`src/rtl/fre_meas_pkg.sv`:
```
// Shared types and constants for the frequency-readout scheduler and its BCD converter.
package fre_meas_pkg;

    typedef enum logic [1:0] {ACCUM, AVG, BCD, WAIT_VS} state_t;

    localparam int DIGITS = 9;
    localparam int BCD_MAX_W = 36;
    localparam logic [BCD_MAX_W-1:0] BCD_MAX = BCD_MAX_W'(10**DIGITS - 1);

    // Double-dabble correction: a digit of 5 or more would carry wrongly on the next shift.
    function automatic logic [3:0] add3(input logic [3:0] d);
        return (d >= 4'd5) ? d + 4'd3 : d;
    endfunction

endpackage

```
`src/rtl/fre_meas_scheduler_bin2bcd_seq.sv`:
```
// Sequential double-dabble: one add-3/shift step per cycle, DATA_W steps per conversion.
module bin2bcd_seq
    import fre_meas_pkg::*;
#(
    parameter int DATA_W = 36,
    parameter int DIGITS = 9
) (
    input  logic                  clk,
    input  logic                  rst_n,
    input  logic                  abort,
    input  logic                  start,
    input  logic [DATA_W-1:0]     bin,
    output logic                  done,
    output logic [4*DIGITS-1:0]   bcd
);

    localparam int CNT_W = $clog2(DATA_W);

    logic                 running;
    logic [CNT_W-1:0]     step;
    logic [DATA_W-1:0]    bin_sr;
    logic [4*DIGITS-1:0]  bcd_adj;

    always_comb begin
        bcd_adj = '0;
        for (int d = 0; d < DIGITS; d++) begin
            bcd_adj[4*d +: 4] = add3(bcd[4*d +: 4]);
        end
    end

    assign done = running && (step == CNT_W'(DATA_W - 1));

    always_ff @(posedge clk or negedge rst_n) begin
        if (!rst_n) begin
            running <= 1'b0;
            step    <= '0;
            bin_sr  <= '0;
            bcd     <= '0;
        end else if (abort) begin
            running <= 1'b0;
            step    <= '0;
        end else if (running) begin
            bcd    <= {bcd_adj[4*DIGITS-2:0], bin_sr[DATA_W-1]};
            bin_sr <= {bin_sr[DATA_W-2:0], 1'b0};
            step   <= step + 1'b1;
            if (done) begin
                running <= 1'b0;
            end
        end else if (start) begin
            running <= 1'b1;
            step    <= '0;
            bin_sr  <= bin;
            bcd     <= '0;
        end
    end

endmodule

```
`src/rtl/fre_meas_scheduler.sv`:
```
// Averages FFT peak-frequency samples, converts to BCD and publishes on the vsync edge.
// Define FRE_PEAK_HOLD_EN to publish the maximum accepted sample instead of the mean.
module fre_meas_scheduler
    import fre_meas_pkg::*;
#(
    parameter int DATA_W      = 36,
    parameter int AVG_LOG2    = 10,
    parameter int REJECT_BITS = 5,
    parameter int DIGITS      = 9
) (
    input  logic                  lcd_pclk,
    input  logic                  sys_rst_n,
    input  logic [DATA_W-1:0]     samp_data,
    input  logic                  samp_valid,
    input  logic                  lcd_vs,
    input  logic                  clr,
    output logic [4*DIGITS-1:0]   bcd_out,
    output logic                  bcd_upd,
    output logic                  busy,
    output logic                  sat,
    output logic                  drop_sticky
);

    localparam int CNT_W = AVG_LOG2 + 1;
    localparam logic [CNT_W-1:0]  CNT_FULL = {1'b1, {AVG_LOG2{1'b0}}};
    localparam logic [DATA_W-1:0] CONV_MAX = DATA_W'(BCD_MAX);

    state_t               state, state_nxt;
    logic [CNT_W-1:0]     cnt, cnt_inc;
    logic                 vs_d, vs_rise, accept, sat_n;
    logic                 bcd_start, bcd_done;
    logic [DATA_W-1:0]    avg, conv_in;
    logic [4*DIGITS-1:0]  bcd_res;

    function automatic logic [DATA_W-1:0] sat_clip(input logic [DATA_W-1:0] v);
        return (v > CONV_MAX) ? CONV_MAX : v;
    endfunction

    assign accept  = samp_valid && !clr && (state == ACCUM) &&
                     (samp_data[DATA_W-1 -: REJECT_BITS] == '0);
    assign cnt_inc = cnt + 1'b1;
    assign vs_rise = lcd_vs && !vs_d;
    assign busy    = (state != ACCUM);
    assign conv_in = sat_clip(avg);

`ifdef FRE_PEAK_HOLD_EN
    logic [DATA_W-1:0] peak;

    assign avg = peak;

    always_ff @(posedge lcd_pclk or negedge sys_rst_n) begin
        if (!sys_rst_n) begin
            peak <= '0;
        end else if (clr || state == AVG) begin
            peak <= '0;
        end else if (accept && samp_data > peak) begin
            peak <= samp_data;
        end
    end
`else
    localparam int ACC_W = DATA_W + AVG_LOG2;

    logic [ACC_W-1:0] acc;

    assign avg = acc[ACC_W-1:AVG_LOG2];

    always_ff @(posedge lcd_pclk or negedge sys_rst_n) begin
        if (!sys_rst_n) begin
            acc <= '0;
        end else if (clr || state == AVG) begin
            acc <= '0;
        end else if (accept) begin
            acc <= acc + ACC_W'(samp_data);
        end
    end
`endif

    always_ff @(posedge lcd_pclk or negedge sys_rst_n) begin
        if (!sys_rst_n) begin
            state <= ACCUM;
        end else begin
            state <= state_nxt;
        end
    end

    always_comb begin
        state_nxt = state;
        bcd_start = 1'b0;
        case (state)
            ACCUM:   if (accept && cnt_inc == CNT_FULL) state_nxt = AVG;
            AVG: begin
                bcd_start = 1'b1;
                state_nxt = BCD;
            end
            BCD:     if (bcd_done) state_nxt = WAIT_VS;
            WAIT_VS: if (vs_rise) state_nxt = ACCUM;
            default: state_nxt = ACCUM;
        endcase
        if (clr) begin
            state_nxt = ACCUM;
            bcd_start = 1'b0;
        end
    end

    // Published outputs only move on the vsync edge, so a digit never changes mid-frame.
    always_ff @(posedge lcd_pclk or negedge sys_rst_n) begin
        if (!sys_rst_n) begin
            cnt         <= '0;
            vs_d        <= 1'b0;
            sat_n       <= 1'b0;
            bcd_out     <= '0;
            sat         <= 1'b0;
            bcd_upd     <= 1'b0;
            drop_sticky <= 1'b0;
        end else begin
            vs_d    <= lcd_vs;
            bcd_upd <= 1'b0;
            if (clr) begin
                cnt         <= '0;
                drop_sticky <= 1'b0;
            end else begin
                if (samp_valid && state != ACCUM) drop_sticky <= 1'b1;
                if (accept) cnt <= cnt_inc;
                if (state == AVG) begin
                    sat_n <= (avg > CONV_MAX);
                    cnt   <= '0;
                end
                if (state == WAIT_VS && vs_rise) begin
                    bcd_out <= bcd_res;
                    sat     <= sat_n;
                    bcd_upd <= 1'b1;
                end
            end
        end
    end

    bin2bcd_seq #(
        .DATA_W (DATA_W),
        .DIGITS (DIGITS)
    ) u_bin2bcd (
        .clk   (lcd_pclk),
        .rst_n (sys_rst_n),
        .abort (clr),
        .start (bcd_start),
        .bin   (conv_in),
        .done  (bcd_done),
        .bcd   (bcd_res)
    );

endmodule

```
`config.mk`:
```
export PLATFORM = sky130hd
export DESIGN_NAME = fre_meas_scheduler
export DESIGN_NICKNAME = d
export VERILOG_FILES = /design/src/rtl/fre_meas_pkg.sv /design/src/rtl/fre_meas_scheduler_bin2bcd_seq.sv /design/src/rtl/fre_meas_scheduler.sv
export SDC_FILE = /design/constraint.sdc
export NUM_CORES = 1
export LEC_CHECK = 0
export CORE_UTILIZATION = 50
export CTS_BUF_LIST = sky130_fd_sc_hd__clkbuf_4 sky130_fd_sc_hd__clkbuf_8
export DETAILED_ROUTE_END_ITERATION = 16
export DONT_BUFFER_PORTS = 1
export PLACE_DENSITY = 0.61
export SLEW_MARGIN = 20
export SYNTH_ARGS = -nofsm -noshare
export SYNTH_HDL_FRONTEND = slang
export SYNTH_SLANG_ARGS = --single-unit
```
`constraint.sdc`:
```
create_clock -name lcd_pclk -period 6.6 [get_ports lcd_pclk]
set_clock_uncertainty 0.2 [all_clocks]
set_input_delay 0.99 -clock lcd_pclk [delete_from_list [all_inputs] [get_ports lcd_pclk]]
set_output_delay 0.99 -clock lcd_pclk [all_outputs]
set_load 0.02 [all_outputs]
```
* Word-level counts from Yosys, hierarchy flattened
Cells that the tools add are included.
Widths: inputs -> output; s select.
** Word-level totals
- Flip-flop bits (word level) :: 179
- Output and inout port bits :: 40
- Logic and storage cells :: 104
** Cells by class
- Add/subtract/negate cells :: 12
- $lt $le $gt $ge :: 10
- Equality and inequality tests :: 8
- Muxes and demuxes :: 37
- Bitwise logic cells :: 1
- Reductions and logical operators :: 23
** Operators by type and width (count)
- $mux 36 :: 5
- $mux 46 :: 2
- $add 46x36->46 :: 1
- $ge 4x3->1 const B :: 9
- $gt 36x30->1 const B :: 1
- $mux 11 :: 3
- $add 4x2->4 const B :: 8
- $mux 4 :: 8
- $mux 6 :: 3
- $add 11x1->11 const B :: 1
- $eq 11x11->1 const B :: 1
- $mux 1 :: 10
- $logic_and 1x1->1 :: 8
- $mux 2 :: 4
- $pmux 2 s4 :: 1
- $reduce_bool 2->1 :: 4
- $add 6x1->6 const B :: 1
- $eq 6x6->1 const B :: 1
- $ne 3x3->1 const B :: 2
- $reduce_and 2->1 :: 3
- $reduce_bool 3->1 :: 2
- $logic_not 5->1 :: 1
- $eq 2x2->1 const B :: 2
- $add 3x2->3 const B :: 1
- 8 further kinds :: 9

* Longest topological paths before layout
Gate-level depths: netlist of run 1.
- Word-level depth :: 8
- Gate-level depth with buffers :: 11

* Modules after synthesis
Synthesis of run 1 repeated with hierarchy kept, for this count alone.
** Unflattened totals
- Cells, all modules :: 1219
- Area, all modules :: 11342.1 µm²
** By module, submodules not included
- fre_meas_scheduler :: instances 1, cells an instance 801, area an instance 7029.2 µm²
- bin2bcd_seq :: instances 1, cells an instance 418, area an instance 4312.9 µm²

* Worst setup path before layout of run 1
No wires, ideal clock.
- Kind :: input to register
- From :: input port samp_data[6]
- To :: register acc[45]
- Library setup time :: 0.076 ns
- Data arrival time :: 3.315 ns
- Path slack :: 3.009 ns
- Stages :: 10
- Buffers on the path :: 1
- Cell sequence :: ha_1 -> nand3_1 -> nor3_4 -> o21ai_2 -> a2111oi_4 -> nor4_2 -> or4_4 -> buf_6 -> a2111o_1 -> o21ai_1
** On the way
- Word-level cells in the longest chain between the ends :: 3
** Ends and longest elaborated chain
- from (decl) :: line fre_meas_scheduler.sv:13 : input logic [DATA_W-1:0] samp_data,
- $add 46x36->46 :: line fre_meas_scheduler.sv:73 : acc <= acc + ACC_W'(samp_data);
- $mux 46 :: line fre_meas_scheduler.sv:72 : end else if (accept) begin
- $mux 46 :: line fre_meas_scheduler.sv:70 : end else if (clr || state == AVG) begin
- to (signal assigned) :: line fre_meas_scheduler.sv:73
- to (decl) :: line fre_meas_scheduler.sv:63 : logic [ACC_W-1:0] acc;
Every way passes these cells. The select of a mux whose other input is x is not followed.
A chain may end at the register's enable or synchronous reset.

* Worst setup path after layout of run 1
- From :: input port samp_data[0]
- To :: register acc[38]
The elaborated chain is that of the path after synthesis.

==> results.json, run 1 <==
{
  "status": "complete, no violations",
  "finalCritPeriodShare_pct": 51.67,
  "ios": 81,
  "synth_nets": 1239,
  "antennaDiodeCount": 0,
  "ant_nets": 0,
  "cts_inserted_buffers": 17,
  "setup_tns_ps": 0,
  "vias": 8358,
  "max_stage_delay_ps": 570,
  "endpoint_kind": "register",
  "synth.distinct_cells": 72,
  "clock_sinks": 179,
  "cp_cell_sequence": "ha_1 -> inv_1 -> fa_1 -> nand2b_1 -> a2111oi_0 -> or2_2 -> o211ai_1 -> nand3_1 -> o211ai_1 -> a21boi_0 -> mux2i_1",
  "setup_violations": 0,
  "cts_root_buffer": "clkbuf_8",
  "startpoint_type": "input port",
  "finalWeightedCongestion": 0.8907,
  "synth-simple-area-share_pct": 16.13,
  "seq_area_frac_synth_pct": 42.45,
  "rr_endpoint": "acc[38]",
  "synthTopCellsByArea": "dfrtp_1 42%, ha_1 7.4%, a21oi_1 4.7%, o21ai_0 4.6%, nand2_1 4.4%",
  "yosysTopAreaCellShare_pct": 42.45,
  "hp-class": "reg2reg",
  "cts_resized": 0,
  "path_max_fanout": 9,
  "finalPower_w": 0.002844,
  "grt_use_total_pct": 23.79,
  "synth_ff_type": "dfrtp_1",
  "dp_hpwl_um": 16810,
  "synth-edff-count": 0,
  "worstHoldStart": "u_bin2bcd.bin_sr[19]",
  "die_w_um": 147.3,
  "rsz0062_at_grt": "false",
  "first_global_vias": 8163,
  "ff2ff_path_depth": 11,
  "drc": 0,
  "yosys_register_bits": 179,
  "multi_input_area_mm2": 0.005657,
  "drt_iter0_markers": 537,
  "ys_async_sr_fraction_pct": 100.0,
  "min_period_ps": 3410,
  "synthCells": 1135,
  "drt_pass1_iterations": 7,
  "cp.arrival_ps": 3570,
  "syn_area_mm2": 0.01055,
  "worstMarginPinSlew_ps": 1100,
  "synth_compound_area_share_pct": 21.71,
  "vias_per_cell": 6.022,
  "max_slew_margin_pct": 26.11,
  "area_delta_synth_final_pct": 5.158,
  "rows": 52,
  "synth_fa_ha_area_share_pct": 7.541,
  "grt_overflow_total": 0,
  "crit_path_top_delay_cell": "o211ai_1",
  "drv_cap": 0,
  "peakVddDrop_mv": 0.1435,
  "start_util_pct": 51.65,
  "regArea_mm2": 0.004479,
  "routed_wl_um": 24890,
  "maxSlewViolCount": 0,
  "hold_end": "u_bin2bcd.bin_sr[19]",
  "layout_common_cells": "179 x dfrtp_1, 124 x nand2_1, 100 x a21oi_1, 98 x o21ai_0, 62 x ha_1",
  "grt_start_max_net_pins": 174,
  "die_h_um": 147.3,
  "die_area_mm2": 0.02169,
  "power_density_mw_per_mm2": 256.3,
  "grt_antenna_before_repair": 0,
  "r2r_start": "acc[0]",
  "nNetsFinal": 1209,
  "rrSetupSlack_ps": 3300,
  "layout_commonest_cell": "dfrtp_1",
  "synth_top_family_by_area": "compound AO/OA/AOI/OAI gates",
  "cpMostUsedCell": "o211ai_1",
  "worstPathRequired_ps": 6760,
  "yosys.area.top_type": "dfrtp_1",
  "hold_viol_final": 0,
  "clkLatencyLatePin_ps": 480,
  "cts_max_level": 4,
  "timing_worst_setup_path_type": "in2reg",
  "synth-xor-area-share_pct": 3.735,
  "ys_warn_count": 0,
  "cts_tree": "done",
  "grt_pass1_wl_um": 41540,
  "avgRoutedWirePerCell_um": 17.93,
  "syn_area_per_cell_um2": 9.297,
  "postCtsSetupRepairBufs": 0,
  "io_buffers": 0,
  "fill_cells": 1892,
  "hold_depth": 2,
  "drive_gt1_share_pct": 9.034,
  "cts_max_path_buffers": 2,
  "core_mm2": 0.02043,
  "p_leak_nw": 4.958,
  "max_freq_mhz": 293.2,
  "synthMuxAreaShare_pct": 4.340,
  "path_clk_slew_ps": 100
}
==> cells in the mapped netlist, drive strengths merged, types with 9 or more instances <==
master  number
dfrtp      179
nand2      124
o21ai      107
a21oi      100
ha          62
nor2        61
nor3        41
clkbuf      40
nand3       40
inv         38
mux2        38
a21o        30
xor2        24
xnor2       21
buf         18
nand2b      18
nand4       18
a22o        15
o31ai       13
o22ai       10
a2111o       9
a32o         9
==> stage by stage <==
step / util [%] / setup slack [ps] / hold WS (ps) / cells / cell area, um2
6_report: 54.32 / 3190 / 286.9 / 1388 / 11100
5_1_grt: 54.32 / 2934 / 306.7 / 1388 / 11100
4_1_cts: 54.32 / 3191 / 292.3 / 1388 / 11100
3_5_place_dp: 52.26 / 2694 / 268.9 / 1354 / 10680
3_3_place_gp: 52.26 / 2754 / 258.8 / 1354 / 10680
2_1_floorplan: - / 3009 / 244.6 / 1135 / 10550
==> worst max-delay path by stage <==
stage	from	end	slack, ps
3_5_place_dp	samp_data[0]	acc[38]	2690
3_3_place_gp	samp_data[0]	acc[38]	2750
2_1_floorplan	samp_data[6]	acc[45]	3010
4_1_cts	samp_data[0]	acc[38]	3190
6_report	samp_data[0]	acc[38]	3190
5_1_grt	samp_data[0]	acc[38]	2930
==> power breakdown <==
part | switching [W] | total [W] | internal, W
clock | 0.000458 | 0.000736 | 0.000279
sequential | 0.000146 | 0.00138 | 0.00124
combinational | 0.000438 | 0.000725 | 0.000287
==> kinds of logic after synthesis <==
group	Yosys count
compound gates	357
simple gates	353
flops	179
buf+inv	97
fa+ha+maj	63
xor+xnor	45
mux	41
==> flip-flops by register name (all words and copies together) (netlist names) <==
signal / flops
acc: 46
bcd_out: 36
bcd_upd: 1
cnt: 11
drop_sticky: 1
sat: 1
sat_n: 1
state: 2
u_bin2bcd.bcd: 36
u_bin2bcd.bin_sr: 36
u_bin2bcd.running: 1
u_bin2bcd.step: 6
vs_d: 1
==> final cells by class <==
| cell class | instances | share of cell area, % |
|---|---|---|
| inverters | 38 | 1.285 |
| multi-input cells | 859 | 50.98 |
| clock inverters | 15 | 1.342 |
| repair buffers | 10 | 0.8795 |
| flip-flops and latches | 179 | 40.37 |
| clock buffers | 17 | 2.108 |
| well taps | 270 | 3.044 |
==> metal layers <==
metal  wire length (um)  part of all wire (%)  GRT usage (%)  up-vias
met5                  0                     0              0        -
met4                425                   1.7          7.113        0
met3                930                   3.7          4.037       37
met2              11470                    46          37.59      188
met1              12070                    48          33.43     4070
li1                   -                     -              -     4063
==> repair_timing <==
| action | 4_1_cts | 5_1_grt |
|---|---|---|
| endpoints found under the setup margin | 0 | 0 |
| hold endpoints to repair | 173 | 0 |
| hold buffers | 2 | 0 |
==> worst max-delay path: cells and delay by family <==
family / cells / cell delay (ps)
simple gates: 3 / 620
mux: 1 / 170
fa+ha+maj: 2 / 400
compound gates: 4 / 1300
buf+inv: 1 / 70
Note: power is estimated with default switching activity, not from simulation.
==> run 2: changes to the inputs <==
==> constraint.sdc (replaced) <==
create_clock -name lcd_pclk -period 3.4 [get_ports lcd_pclk]
set_clock_uncertainty 0.2 [all_clocks]
set_input_delay 0.51 -clock lcd_pclk [delete_from_list [all_inputs] [get_ports lcd_pclk]]
set_output_delay 0.51 -clock lcd_pclk [all_outputs]
set_load 0.02 [all_outputs]
==> results.json, run 2 (same netlist as run 1, synthesis figures left out) <==
{
  "r2r_start": "acc[6]",
  "cp.arrival_ps": 3370,
  "vias_per_cell": 5.940,
  "hp-class": "in2async",
  "power_density_mw_per_mm2": 494.7,
  "finalWeightedCongestion": 0.8841,
  "finalInstanceArea_mm2": 0.01128,
  "endpoint_kind": "register",
  "layout_commonest_cell": "dfrtp_1",
  "setup_tns_ps": 0,
  "place_area_mm2": 0.01084,
  "cts_inserted_buffers": 17,
  "intPower_w": 0.003600,
  "grt_pass1_wl_um": 41540,
  "avgRoutedWirePerCell_um": 17.58,
  "largest_register_ffs": 46,
  "clkLatencyLatePin_ps": 470,
  "cp_cell_sequence": "ha_1 -> nand3_1 -> nor3_4 -> o21ai_2 -> a2111oi_4 -> nor4_2 -> or4_4 -> a2111o_1 -> o21ai_1",
  "drc": 0,
  "top_register": "acc",
  "grt_use_total_pct": 23.71,
  "ff2ff_path_depth": 9,
  "die_h_um": 147.3,
  "cp_num_buf_inv": 0,
  "rrSetupSlack_ps": 220,
  "rr_endpoint": "acc[45]",
  "ios": 81,
  "antennaDiodeCount": 0,
  "rsz0062_at_grt": "false",
  "drv_cap": 0,
  "cts_max_level": 4,
  "power_switching_w": 0.001981,
  "status": "finished with violations",
  "postCtsHoldBufs": 3,
  "routed_wl_um": 24780,
  "maxSlewViolCount": 0,
  "path_max_fanout": 10,
  "p_comb_share_pct": 25.6,
  "drive_gt1_share_pct": 10.53,
  "max_slew_margin_pct": 35.07,
  "peakVddDrop_mv": 0.2525,
  "area_delta_synth_final_pct": 6.913,
  "cts_root_buffer": "clkbuf_8",
  "dp_hpwl_um": 16920,
  "finalCritPeriodShare_pct": 93.51,
  "drt_pass1_iterations": 5,
  "critPathTopFamily": "compound AO/OA/AOI/OAI gates",
  "p_leak_nw": 5.068,
  "layout_common_cells": "179 x dfrtp_1, 124 x nand2_1, 100 x a21oi_1, 98 x o21ai_0, 62 x ha_1",
  "vias": 8376,
  "first_global_vias": 8206,
  "path_clk_slew_ps": 100,
  "hold_viol_final": 179,
  "grt_start_max_net_pins": 180,
  "clkPwrFrac_pct": 26.8,
  "setup_violations": 0,
  "ant_nets": 0,
  "crit_path_top_delay_cell": "or4_4",
  "max_stage_delay_ps": 600,
  "die_w_um": 147.3,
  "grt_overflow_total": 0,
  "max_freq_mhz": 314.5,
  "seq_power_share_pct": 47.6,
  "cts_tree": "done",
  "clock_sinks": 179,
  "start_util_pct": 51.65,
  "worstMarginPinSlew_ps": 972.9,
  "swShare_pct": 35.50,
  "holdWs_ps": -473.8,
  "core_mm2": 0.02043,
  "violations": "negative hold slack",
  "timing_worst_setup_path_type": "reg2reg",
  "io_buffers": 0,
  "rows": 52,
  "worstPathRequired_ps": 3590,
  "finalPower_w": 0.005581,
  "die_area_mm2": 0.02169,
  "startpoint_type": "register",
  "cts_max_path_buffers": 2,
  "nNetsFinal": 1231,
  "grt_antenna_before_repair": 0,
  "min_period_ps": 3179,
  "drt_iter0_markers": 511
}
## run 2: cell count changes in the layout (fill, tap and decap cells not counted), sizes merged
cell and change:
buf +19, dlygate4sd3 +2, clkinv -2, clkinvlp +1
bufinv +1, o211ai +1
## run 2: metal layers
layer,GRT usage [%],vias up,share of wire (%)
li1,-,4113,-
met1,33.29,4050,48
met5,0,-,0
met3,3.975,25,4.1
met2,38.16,188,46
met4,5.722,0,1.2
## run 2: cell type report
| class | count | area (um2) |
|---|---|---|
| multi-input cells | 860 | 5665 |
| clock buffers | 17 | 234.0 |
| fillers | 1916 | 9148 |
| clock inverters | 15 | 170.2 |
| flip-flops and latches | 179 | 4479 |
| inverters | 38 | 142.6 |
| well taps | 270 | 337.8 |
| repair buffers | 31 | 252.7 |
## run 2: worst max-delay path by stage
stage | startpoint | to | slack (ps) | depth (start not counted)
2_1_floorplan | samp_data[6] | acc[45] | 290 | 10
3_3_place_gp | samp_data[0] | acc[44] | 110 | 11
3_5_place_dp | samp_data[6] | acc[45] | 110 | 9
4_1_cts | acc[6] | acc[45] | 210 | 9
5_1_grt | acc[6] | acc[43] | 8 | 9
6_report | acc[6] | acc[45] | 220 | 9
## run 2: per-stage QoR
step	setup WS [ps]	utilization (%)	hold slack (ps)	std cells
global placement	114.6	53.06	21.78	1374
global route	8.457	55.22	-501.9	1410
floorplan	288.7	-	14.41	1135
CTS	212.1	55.18	-498.4	1409
detailed placement	114.3	53.06	19.70	1374
finish	220.7	55.22	-473.8	1410
## run 2: timing repair
action	4_1_cts	5_1_grt
buffers inserted	0	0
gates resized for setup	0	1
endpoints found under the hold margin	184	179
endpoints found under the setup margin	0	5
## run 2: power by group through the flow
stage / clock [W] / sequential [W] / combinational, W
CTS: 0.00155 / 0.00266 / 0.00144
finish: 0.00150 / 0.00266 / 0.00143
detailed placement: 0 / 0.00270 / 0.00142
global route: 0.00160 / 0.00270 / 0.00165
floorplan: 0 / 0.00262 / 0.00115
global placement: 0 / 0.00269 / 0.00140
